`config.mk`:
```
export PLATFORM = sky130hd
export DESIGN_NAME = axi4_lite_slave_regs_flat
export DESIGN_NICKNAME = d
export VERILOG_FILES = /design/src/rtl/axi4_lite_pkg.sv /design/src/rtl/axi4_lite_slave_regs_if.sv /design/src/rtl/axi4_lite_addr_decode.sv /design/src/rtl/axi4_lite_slave_regs.sv /design/src/flat_wrapper.sv
export SDC_FILE = /design/constraint.sdc
export NUM_CORES = 1
export LEC_CHECK = 0
export ABC_CLOCK_PERIOD_IN_PS = 3000
export CAP_MARGIN = 20
export CORE_ASPECT_RATIO = 1.25
export CORE_MARGIN = 4
export CORE_UTILIZATION = 45
export DETAILED_ROUTE_END_ITERATION = 10
export PLACE_DENSITY_LB_ADDON = 0.05
export SYNTH_ARGS = -nofsm -noshare
export SYNTH_HDL_FRONTEND = slang
export SYNTH_SLANG_ARGS = --single-unit
```
`constraint.sdc`:
```
create_clock -name aclk -period 3 [get_ports aclk]
set_clock_uncertainty 0.2 [all_clocks]
set_input_delay 0.3 -clock aclk [delete_from_list [all_inputs] [get_ports aclk]]
set_output_delay 0.3 -clock aclk [all_outputs]
set_load 0.01 [all_outputs]
```
`src/rtl/axi4_lite_pkg.sv`:
```
// Shared AXI4-Lite response codes, register-bank FSM encodings and payload types.
package axi4_lite_pkg;

  localparam int unsigned DATA_W = 32;
  localparam int unsigned STRB_W = 4;

  localparam logic [1:0] RESP_OKAY   = 2'b00;
  localparam logic [1:0] RESP_EXOKAY = 2'b01;
  localparam logic [1:0] RESP_SLVERR = 2'b10;
  localparam logic [1:0] RESP_DECERR = 2'b11;

  typedef enum logic [1:0] {
    W_IDLE   = 2'b00,
    W_WAIT_W = 2'b01,
    W_WAIT_A = 2'b10,
    W_RESP   = 2'b11
  } w_state_e;

  typedef enum logic {
    R_IDLE = 1'b0,
    R_DATA = 1'b1
  } r_state_e;

  // Captured W beat while waiting for its address.
  typedef struct packed {
    logic [DATA_W-1:0] data;
    logic [STRB_W-1:0] strb;
  } w_beat_t;

endpackage

```
`src/rtl/axi4_lite_slave_regs_if.sv`:
```
// AXI4-Lite bus bundle between an interconnect port (master) and a register endpoint (slave).
interface axi4_lite_slave_regs_if #(
  parameter int unsigned ADDR_WIDTH = 32
) ();

  logic [ADDR_WIDTH-1:0] awaddr;
  logic [2:0]            awprot;
  logic                  awvalid;
  logic                  awready;
  logic [31:0]           wdata;
  logic [3:0]            wstrb;
  logic                  wvalid;
  logic                  wready;
  logic [1:0]            bresp;
  logic                  bvalid;
  logic                  bready;
  logic [ADDR_WIDTH-1:0] araddr;
  logic [2:0]            arprot;
  logic                  arvalid;
  logic                  arready;
  logic [31:0]           rdata;
  logic [1:0]            rresp;
  logic                  rvalid;
  logic                  rready;

  modport master (
    output awaddr, awprot, awvalid, input awready,
    output wdata, wstrb, wvalid, input wready,
    input bresp, bvalid, output bready,
    output araddr, arprot, arvalid, input arready,
    input rdata, rresp, rvalid, output rready
  );

  modport slave (
    input awaddr, awprot, awvalid, output awready,
    input wdata, wstrb, wvalid, output wready,
    output bresp, bvalid, input bready,
    input araddr, arprot, arvalid, output arready,
    output rdata, rresp, rvalid, input rready
  );

endinterface

```
`src/rtl/axi4_lite_addr_decode.sv`:
```
// Maps a byte address onto the register window: word index, in-range and status-register flags.
module axi4_lite_addr_decode #(
  parameter int unsigned           ADDR_WIDTH = 32,
  parameter logic [ADDR_WIDTH-1:0] BASE_ADDR  = 'h2000,
  parameter int unsigned           NUM_REGS   = 8,
  parameter int unsigned           IDX_W      = $clog2(NUM_REGS)
) (
  input  logic [ADDR_WIDTH-1:0] addr,
  output logic [IDX_W-1:0]      index,
  output logic                  in_range,
  output logic                  is_status
);

  logic [ADDR_WIDTH-1:0] offset;
  logic [ADDR_WIDTH-1:0] word;

  // The lower bound check keeps the subtraction from wrapping into the window.
  always_comb begin
    offset    = addr - BASE_ADDR;
    word      = offset >> 2;
    in_range  = (addr >= BASE_ADDR) && (word < ADDR_WIDTH'(NUM_REGS));
    index     = word[IDX_W-1:0];
    is_status = in_range && (index == IDX_W'(NUM_REGS - 1));
  end

endmodule

```
`src/rtl/axi4_lite_slave_regs.sv`:
```
// AXI4-Lite register bank: register 0 drives ctrl_out, the top word reads status_in.
// Optional privilege check on awprot/arprot: define AXI4_LITE_SLAVE_PROT_CHECK_EN.
module axi4_lite_slave_regs
  import axi4_lite_pkg::*;
#(
  parameter int unsigned           ADDR_WIDTH = 32,
  parameter logic [ADDR_WIDTH-1:0] BASE_ADDR  = 'h0000_2000,
  parameter int unsigned           NUM_REGS   = 8
) (
  input  logic                   aclk,
  input  logic                   areset,
  axi4_lite_slave_regs_if.slave  bus,
  input  logic [DATA_W-1:0]      status_in,
  output logic [DATA_W-1:0]      ctrl_out
);

  localparam int unsigned IDX_W = $clog2(NUM_REGS);

  logic [DATA_W-1:0] regs [NUM_REGS];

  w_state_e   w_state;
  r_state_e   r_state;
  logic [IDX_W-1:0] aw_idx_c, ar_idx_c, aw_idx_q, wr_idx_c;
  logic       aw_in_range_c, aw_is_status_c, ar_in_range_c, ar_is_status_c;
  logic       aw_err_c, ar_err_c, aw_err_q, wr_err_c;
  w_beat_t    w_beat_q, wr_beat_c;
  logic       aw_hs_c, w_hs_c, ar_hs_c, commit_c;

  axi4_lite_addr_decode #(
    .ADDR_WIDTH(ADDR_WIDTH), .BASE_ADDR(BASE_ADDR), .NUM_REGS(NUM_REGS), .IDX_W(IDX_W)
  ) u_aw_dec (
    .addr(bus.awaddr), .index(aw_idx_c), .in_range(aw_in_range_c), .is_status(aw_is_status_c)
  );

  axi4_lite_addr_decode #(
    .ADDR_WIDTH(ADDR_WIDTH), .BASE_ADDR(BASE_ADDR), .NUM_REGS(NUM_REGS), .IDX_W(IDX_W)
  ) u_ar_dec (
    .addr(bus.araddr), .index(ar_idx_c), .in_range(ar_in_range_c), .is_status(ar_is_status_c)
  );

`ifdef AXI4_LITE_SLAVE_PROT_CHECK_EN
  // Unprivileged accesses are rejected ahead of address decode.
  logic unused_prot;
  assign unused_prot = ^{bus.awprot[2:1], bus.arprot[2:1]};
  assign aw_err_c = !bus.awprot[0] || !aw_in_range_c || aw_is_status_c;
  assign ar_err_c = !bus.arprot[0] || !ar_in_range_c;
`else
  logic unused_prot;
  assign unused_prot = ^{bus.awprot, bus.arprot};
  assign aw_err_c = !aw_in_range_c || aw_is_status_c;
  assign ar_err_c = !ar_in_range_c;
`endif

  // Commit source: live channel when the handshake is happening now, captured copy otherwise.
  always_comb begin
    aw_hs_c   = bus.awvalid && bus.awready;
    w_hs_c    = bus.wvalid && bus.wready;
    ar_hs_c   = bus.arvalid && bus.arready;
    wr_idx_c  = aw_idx_c;
    wr_err_c  = aw_err_c;
    wr_beat_c = {bus.wdata, bus.wstrb};
    commit_c  = 1'b0;
    case (w_state)
      W_IDLE:   commit_c = aw_hs_c && w_hs_c;
      W_WAIT_W: begin
        wr_idx_c = aw_idx_q;
        wr_err_c = aw_err_q;
        commit_c = w_hs_c;
      end
      W_WAIT_A: begin
        wr_beat_c = w_beat_q;
        commit_c  = aw_hs_c;
      end
      default:  commit_c = 1'b0;
    endcase
  end

  // Write channel FSM and register bank.
  always_ff @(posedge aclk) begin
    if (areset) begin
      w_state     <= W_IDLE;
      bus.awready <= 1'b0;
      bus.wready  <= 1'b0;
      bus.bvalid  <= 1'b0;
      bus.bresp   <= RESP_OKAY;
      aw_idx_q    <= '0;
      aw_err_q    <= 1'b0;
      w_beat_q    <= '0;
      regs        <= '{default: '0};
    end else if (commit_c) begin
      w_state     <= W_RESP;
      bus.awready <= 1'b0;
      bus.wready  <= 1'b0;
      bus.bvalid  <= 1'b1;
      bus.bresp   <= wr_err_c ? RESP_SLVERR : RESP_OKAY;
      if (!wr_err_c) begin
        for (int unsigned b = 0; b < STRB_W; b++) begin
          if (wr_beat_c.strb[b]) regs[wr_idx_c][8*b +: 8] <= wr_beat_c.data[8*b +: 8];
        end
      end
    end else begin
      case (w_state)
        W_IDLE: begin
          bus.awready <= 1'b1;
          bus.wready  <= 1'b1;
          if (aw_hs_c) begin
            bus.awready <= 1'b0;
            aw_idx_q    <= aw_idx_c;
            aw_err_q    <= aw_err_c;
            w_state     <= W_WAIT_W;
          end else if (w_hs_c) begin
            bus.wready  <= 1'b0;
            w_beat_q    <= wr_beat_c;
            w_state     <= W_WAIT_A;
          end
        end
        W_RESP: begin
          if (bus.bready) begin
            bus.bvalid  <= 1'b0;
            bus.awready <= 1'b1;
            bus.wready  <= 1'b1;
            w_state     <= W_IDLE;
          end
        end
        default: ;
      endcase
    end
  end

  // Read channel FSM; data is sampled at the AR edge, before any same-edge write lands.
  always_ff @(posedge aclk) begin
    if (areset) begin
      r_state     <= R_IDLE;
      bus.arready <= 1'b0;
      bus.rvalid  <= 1'b0;
      bus.rresp   <= RESP_OKAY;
      bus.rdata   <= '0;
    end else begin
      case (r_state)
        R_IDLE: begin
          bus.arready <= 1'b1;
          if (ar_hs_c) begin
            bus.arready <= 1'b0;
            bus.rvalid  <= 1'b1;
            r_state     <= R_DATA;
            if (ar_err_c) begin
              bus.rdata <= '0;
              bus.rresp <= RESP_SLVERR;
            end else begin
              bus.rdata <= ar_is_status_c ? status_in : regs[ar_idx_c];
              bus.rresp <= RESP_OKAY;
            end
          end
        end
        R_DATA: begin
          if (bus.rready) begin
            bus.rvalid  <= 1'b0;
            bus.arready <= 1'b1;
            r_state     <= R_IDLE;
          end
        end
        default: r_state <= R_IDLE;
      endcase
    end
  end

  assign ctrl_out = regs[0];

endmodule

```
`src/flat_wrapper.sv`:
```
// flat-port wrapper written by rule: the top's interface ports become plain ports
module axi4_lite_slave_regs_flat import axi4_lite_pkg::*;
#(
  parameter int unsigned           ADDR_WIDTH = 32,
  parameter logic [ADDR_WIDTH-1:0] BASE_ADDR  = 'h0000_2000,
  parameter int unsigned           NUM_REGS   = 8
)
  (aclk, areset, status_in, ctrl_out, bus_awaddr, bus_awprot, bus_awvalid, bus_awready, bus_wdata, bus_wstrb, bus_wvalid, bus_wready, bus_bresp, bus_bvalid, bus_bready, bus_araddr, bus_arprot, bus_arvalid, bus_arready, bus_rdata, bus_rresp, bus_rvalid, bus_rready);
  axi4_lite_slave_regs_if #(.ADDR_WIDTH(ADDR_WIDTH)) bus_i ();
  input  logic aclk;
  input  logic areset;
  input  logic [DATA_W-1:0] status_in;
  output logic [DATA_W-1:0] ctrl_out;
  input wire logic [$bits(bus_i.awaddr)-1:0] bus_awaddr;
  input wire logic [$bits(bus_i.awprot)-1:0] bus_awprot;
  input wire logic [$bits(bus_i.awvalid)-1:0] bus_awvalid;
  output wire logic [$bits(bus_i.awready)-1:0] bus_awready;
  input wire logic [$bits(bus_i.wdata)-1:0] bus_wdata;
  input wire logic [$bits(bus_i.wstrb)-1:0] bus_wstrb;
  input wire logic [$bits(bus_i.wvalid)-1:0] bus_wvalid;
  output wire logic [$bits(bus_i.wready)-1:0] bus_wready;
  output wire logic [$bits(bus_i.bresp)-1:0] bus_bresp;
  output wire logic [$bits(bus_i.bvalid)-1:0] bus_bvalid;
  input wire logic [$bits(bus_i.bready)-1:0] bus_bready;
  input wire logic [$bits(bus_i.araddr)-1:0] bus_araddr;
  input wire logic [$bits(bus_i.arprot)-1:0] bus_arprot;
  input wire logic [$bits(bus_i.arvalid)-1:0] bus_arvalid;
  output wire logic [$bits(bus_i.arready)-1:0] bus_arready;
  output wire logic [$bits(bus_i.rdata)-1:0] bus_rdata;
  output wire logic [$bits(bus_i.rresp)-1:0] bus_rresp;
  output wire logic [$bits(bus_i.rvalid)-1:0] bus_rvalid;
  input wire logic [$bits(bus_i.rready)-1:0] bus_rready;
  assign bus_i.awaddr = bus_awaddr;
  assign bus_i.awprot = bus_awprot;
  assign bus_i.awvalid = bus_awvalid;
  assign bus_awready = bus_i.awready;
  assign bus_i.wdata = bus_wdata;
  assign bus_i.wstrb = bus_wstrb;
  assign bus_i.wvalid = bus_wvalid;
  assign bus_wready = bus_i.wready;
  assign bus_bresp = bus_i.bresp;
  assign bus_bvalid = bus_i.bvalid;
  assign bus_i.bready = bus_bready;
  assign bus_i.araddr = bus_araddr;
  assign bus_i.arprot = bus_arprot;
  assign bus_i.arvalid = bus_arvalid;
  assign bus_arready = bus_i.arready;
  assign bus_rdata = bus_i.rdata;
  assign bus_rresp = bus_i.rresp;
  assign bus_rvalid = bus_i.rvalid;
  assign bus_i.rready = bus_rready;
  axi4_lite_slave_regs #(.ADDR_WIDTH(ADDR_WIDTH), .BASE_ADDR(BASE_ADDR), .NUM_REGS(NUM_REGS)) u_core (.aclk(aclk), .areset(areset), .bus(bus_i), .status_in(status_in), .ctrl_out(ctrl_out));
endmodule
```
==> results.py <==
metrics = {
    "grt": {
        "maximum_number_of_pins_on_one_net_before_global_route_repair": 73,
        "grt_pass1_wl_microns": 69000,
        "gr_util_all_layers_pct": 23.7,
        "grt_pass1_vias": 12500,
        "antenna_found_initial": 0,
        "grt_overflow": 0,
    },
    "routing": {
        "drtIter0Drc": 863,
        "detail_route.drc_violations": 0,
        "antenna_violating_nets_post_route": 0,
        "wirelength_microns": 43700,
        "detail_route.vias_per_cell": 5.66,
        "vias": 12700,
        "detailedRoute.firstPassIterationCount": 5,
        "wl_per_cell_microns": 19.5,
    },
    "timing": {
        "worst_slew_pin_slew_ns": 0.815,
        "post-route-min-period_ns": 2.85,
        "fmax_ghz": 0.351,
        "max_slew_margin_pct": 45.2,
        "grt_setup_unrepaired": "no",
        "slew_viol_final": 0,
        "final_critical_path_setup_slack_ns": 0.152,
        "period_share_pct": 94.9,
        "hold_viol_final": 0,
        "setup_viol": 0,
    },
    "die": {
        "starting_density_pct": 46.0,
        "floorplan.die.width_microns": 170,
        "num_io_pins": 218,
        "fp-row-count": 73,
        "design.die.area_sq_mm": 0.0358,
        "die_h_microns": 211,
        "core_area_sq_mm": 0.0322,
    },
    "pwr": {
        "clockPowerShare_pct": 41.8,
        "sequential_power_share_pct": 42.0,
        "vdd.ir_drop.worst_v": 0.000381,
        "p_switching_mw": 2.75,
        "static_power_due_to_leakage_nw": 6.06,
        "swShare_pct": 26.6,
        "p_comb_share_pct": 16.2,
        "total_power_divided_by_cell_area_mw_per_mm2": 547,
        "intPower_mw": 7.60,
        "total_power_mw": 10.4,
    },
    "layout": {
        "combined_area_of_the_multi_input_logic_cells_sq_mm": 0.00693,
        "final_layout_size_suffix_gt1_share_pct": 14.5,
        "synthToLayoutAreaGrowth_pct": 28.1,
        "area.sequential_sq_mm": 0.00631,
        "antenna-diode-count": 0,
        "final_nets": 1956,
        "num-fill-cells": 2872,
    },
    "logic_synthesis": {
        "post_synth_inst_count": 1615,
        "syn-mean-instance-area_sq_um": 9.15,
        "yosysSeqAreaShare_pct": 42.7,
        "synth.cell_area_sq_mm": 0.0148,
        "ys_types": 61,
        "ys_async_sr_fraction_pct": 0,
        "dominantRegCellSynth": "dfxtp_1",
        "post_synth_edffs": 0,
        "ys.warnings.count": 0,
        "post_synthesis_register_bit_count": 315,
    },
    "critical_path": {
        "critical_path.endpoint_type": "register",
        "crit_arrival_ns": 3.13,
        "timing.critical_path.fanout_max": 17,
        "worstReg2RegEnd": "u_core.regs[13]",
        "rrSetupSlack_ns": 0.15,
        "rr_startpoint": "u_core.w_state[0]",
        "worstPathRequired_ns": 3.28,
        "start_kind": "register",
        "path_class": "register to register",
        "rr_worst_depth": 7,
    },
    "hold_path": {
        "hold_path.startpoint": "areset",
        "timing.hold.worst_path_depth": 2,
        "min_path_type": "input port to register",
        "whs_endpoint": "u_core.regs[148]",
    },
    "clock_network": {
        "cts_tree": "done",
        "cts-root-buf": "clkbuf_16",
        "h-tree-depth": 2,
        "postCtsSetupBuffers": 0,
        "cts_buffers": 35,
        "clock_sink_count": 315,
        "worstSkewPairLatency_ns": 0.53,
        "path_clk_slew_ns": 0.06,
        "clock_tree.buffer_depth": 3,
    },
    "place": {
        "io_buffers": 205,
        "weighted_congestion_at_the_end_of_routability_driven_global_placement": 0.849,
        "place_ws_ns": -0.405,
        "dp_hpwl_microns": 30400,
    },
    "run_status": {
        "status": "complete, no violations",
    },
    "run": {
        "max-cap-violations": 0,
    },
}
sequential cells by signal (all words and copies together) (netlist names):
register,count
u_core.bus.bresp,1
u_core.aw_idx_q,3
u_core.r_state,1
u_core.bus.rdata,32
u_core.bus.awready,1
u_core.bus.rresp,1
u_core.bus.wready,1
u_core.bus.rvalid,1
u_core.ctrl_out,32
u_core.w_state,2
u_core.bus.bvalid,1
u_core.aw_err_q,1
u_core.w_beat_q,36
u_core.bus.arready,1
u_core.regs,201
area by class of cell:
type,instances,share of cell area [%]
clock inverters,9,0.687
repair buffers,303,16.5
multi-input cells,915,36.6
clock buffers,52,5.45
well taps,412,2.72
inverters,235,4.66
flip-flops and latches,315,33.3
worst max-delay path: stages, from the launching register on:
cell	delay [ns]
dfxtp_1	0.34
inv_1	0.10
ha_2	0.29
buf_4	0.30
mux2_2	0.25
nor2b_1	0.59
nand2_1	0.38
a2bb2o_1	0.34
how the worst max path moves through the flow:
stage	from	end	cells past startpoint
after floorplan	bus_awaddr[13]	u_core.regs[132]	11
after global placement	bus_awaddr[13]	u_core.regs[48]	12
after detailed placement	bus_awaddr[13]	u_core.ctrl_out[6]	12
after CTS	bus_awaddr[13]	u_core.regs[164]	12
after global routing	bus_awaddr[13]	u_core.regs[98]	13
final	u_core.w_state[0]	u_core.regs[13]	7
stage by stage:
step | area, sq um | hold WS [ns] | cells | util [%] | TNS [ns]
6_report | 18900 | 0.137 | 2241 | 58.9 | 0
5_1_grt | 18900 | 0.158 | 2241 | 58.9 | 0
4_1_cts | 18900 | 0.108 | 2241 | 58.9 | 0
3_5_place_dp | 17800 | 0.242 | 2180 | 55.2 | -80.80
3_3_place_gp | 17800 | 0.234 | 2180 | 55.2 | -66.25
2_1_floorplan | 14800 | 0.227 | 1616 | - | 0
timing repair:
item | 4_1_cts | 5_1_grt
gates resized for setup | 0 | 2
endpoints found under the setup margin | 0 | 25
endpoints found under the hold margin | 0 | 0
hold buffers | 0 | 0
cell usage in the layout (no fill, tap or decap), drive strengths merged, types with 8 or more instances in the layout:
cell           count
dfxtp            315
inv              236
o32ai            225
clkdlybuf4s50    201
nand2            130
buf              101
nor2              95
a21oi             73
o21ai             64
mux2i             55
clkbuf            53
mux2              36
mux4              29
o22ai             26
nor3              22
a211oi            15
nand3             13
a21boi            12
nor2b             11
o221ai            11
nor4              11
o211ai             9
a2bb2o             8
Yosys cell counts (6+ instances only):
library cell	count	area, sq um
dfxtp_1	315	6310
o21ai_0	57	285
a211oi_1	15	113
o21ai_1	7	35.0
clkbuf_1	93	349
ha_1	6	75.1
mux2_2	36	405
nand3_1	13	65.1
a21oi_4	20	325
inv_1	235	882
o32ai_1	225	1970
a21oi_1	47	235
mux4_2	29	653
nand2_1	129	484
buf_2	10	50.1
nor2b_1	11	68.8
mux2i_1	55	551
buf_1	12	45.0
nor3_1	22	110
buf_4	36	270
o211ai_1	9	67.6
a21boi_0	12	90.1
a21oi_2	6	52.6
a2bb2o_1	8	80.1
nor4_1	9	56.3
o22ai_1	26	163
nor2_1	95	357
o221ai_1	11	96.3
metal layers:
metal	vias to the layer above	routed length, microns	track usage [%]
met5	-	0	0
met4	0	690	5.23
met3	43	2960	4.38
met2	372	20200	38.4
met1	6050	19800	33.0
li1	6222	-	-
cells by family after synthesis:
kind of cell	share of synthesized area, %
compound gates	25.4
buf+inv	10.8
flops	42.7
simple gates	9.58
mux	10.9
fa+ha+maj	0.508
xor+xnor	0.178
other cells	0.0254
power by group through the flow:
| stage | Combinational [mW] | Sequential [mW] | Clock [mW] |
|---|---|---|---|
| 3_5_place_dp | 1.66 | 4.44 | 0 |
| 4_1_cts | 1.68 | 4.35 | 4.41 |
| 5_1_grt | 1.81 | 4.36 | 4.58 |
| 6_report | 1.68 | 4.35 | 4.33 |
| 2_1_floorplan | 1.01 | 4.44 | 0 |
| 3_3_place_gp | 1.66 | 4.44 | 0 |
Power figures use the tool's default switching activity.
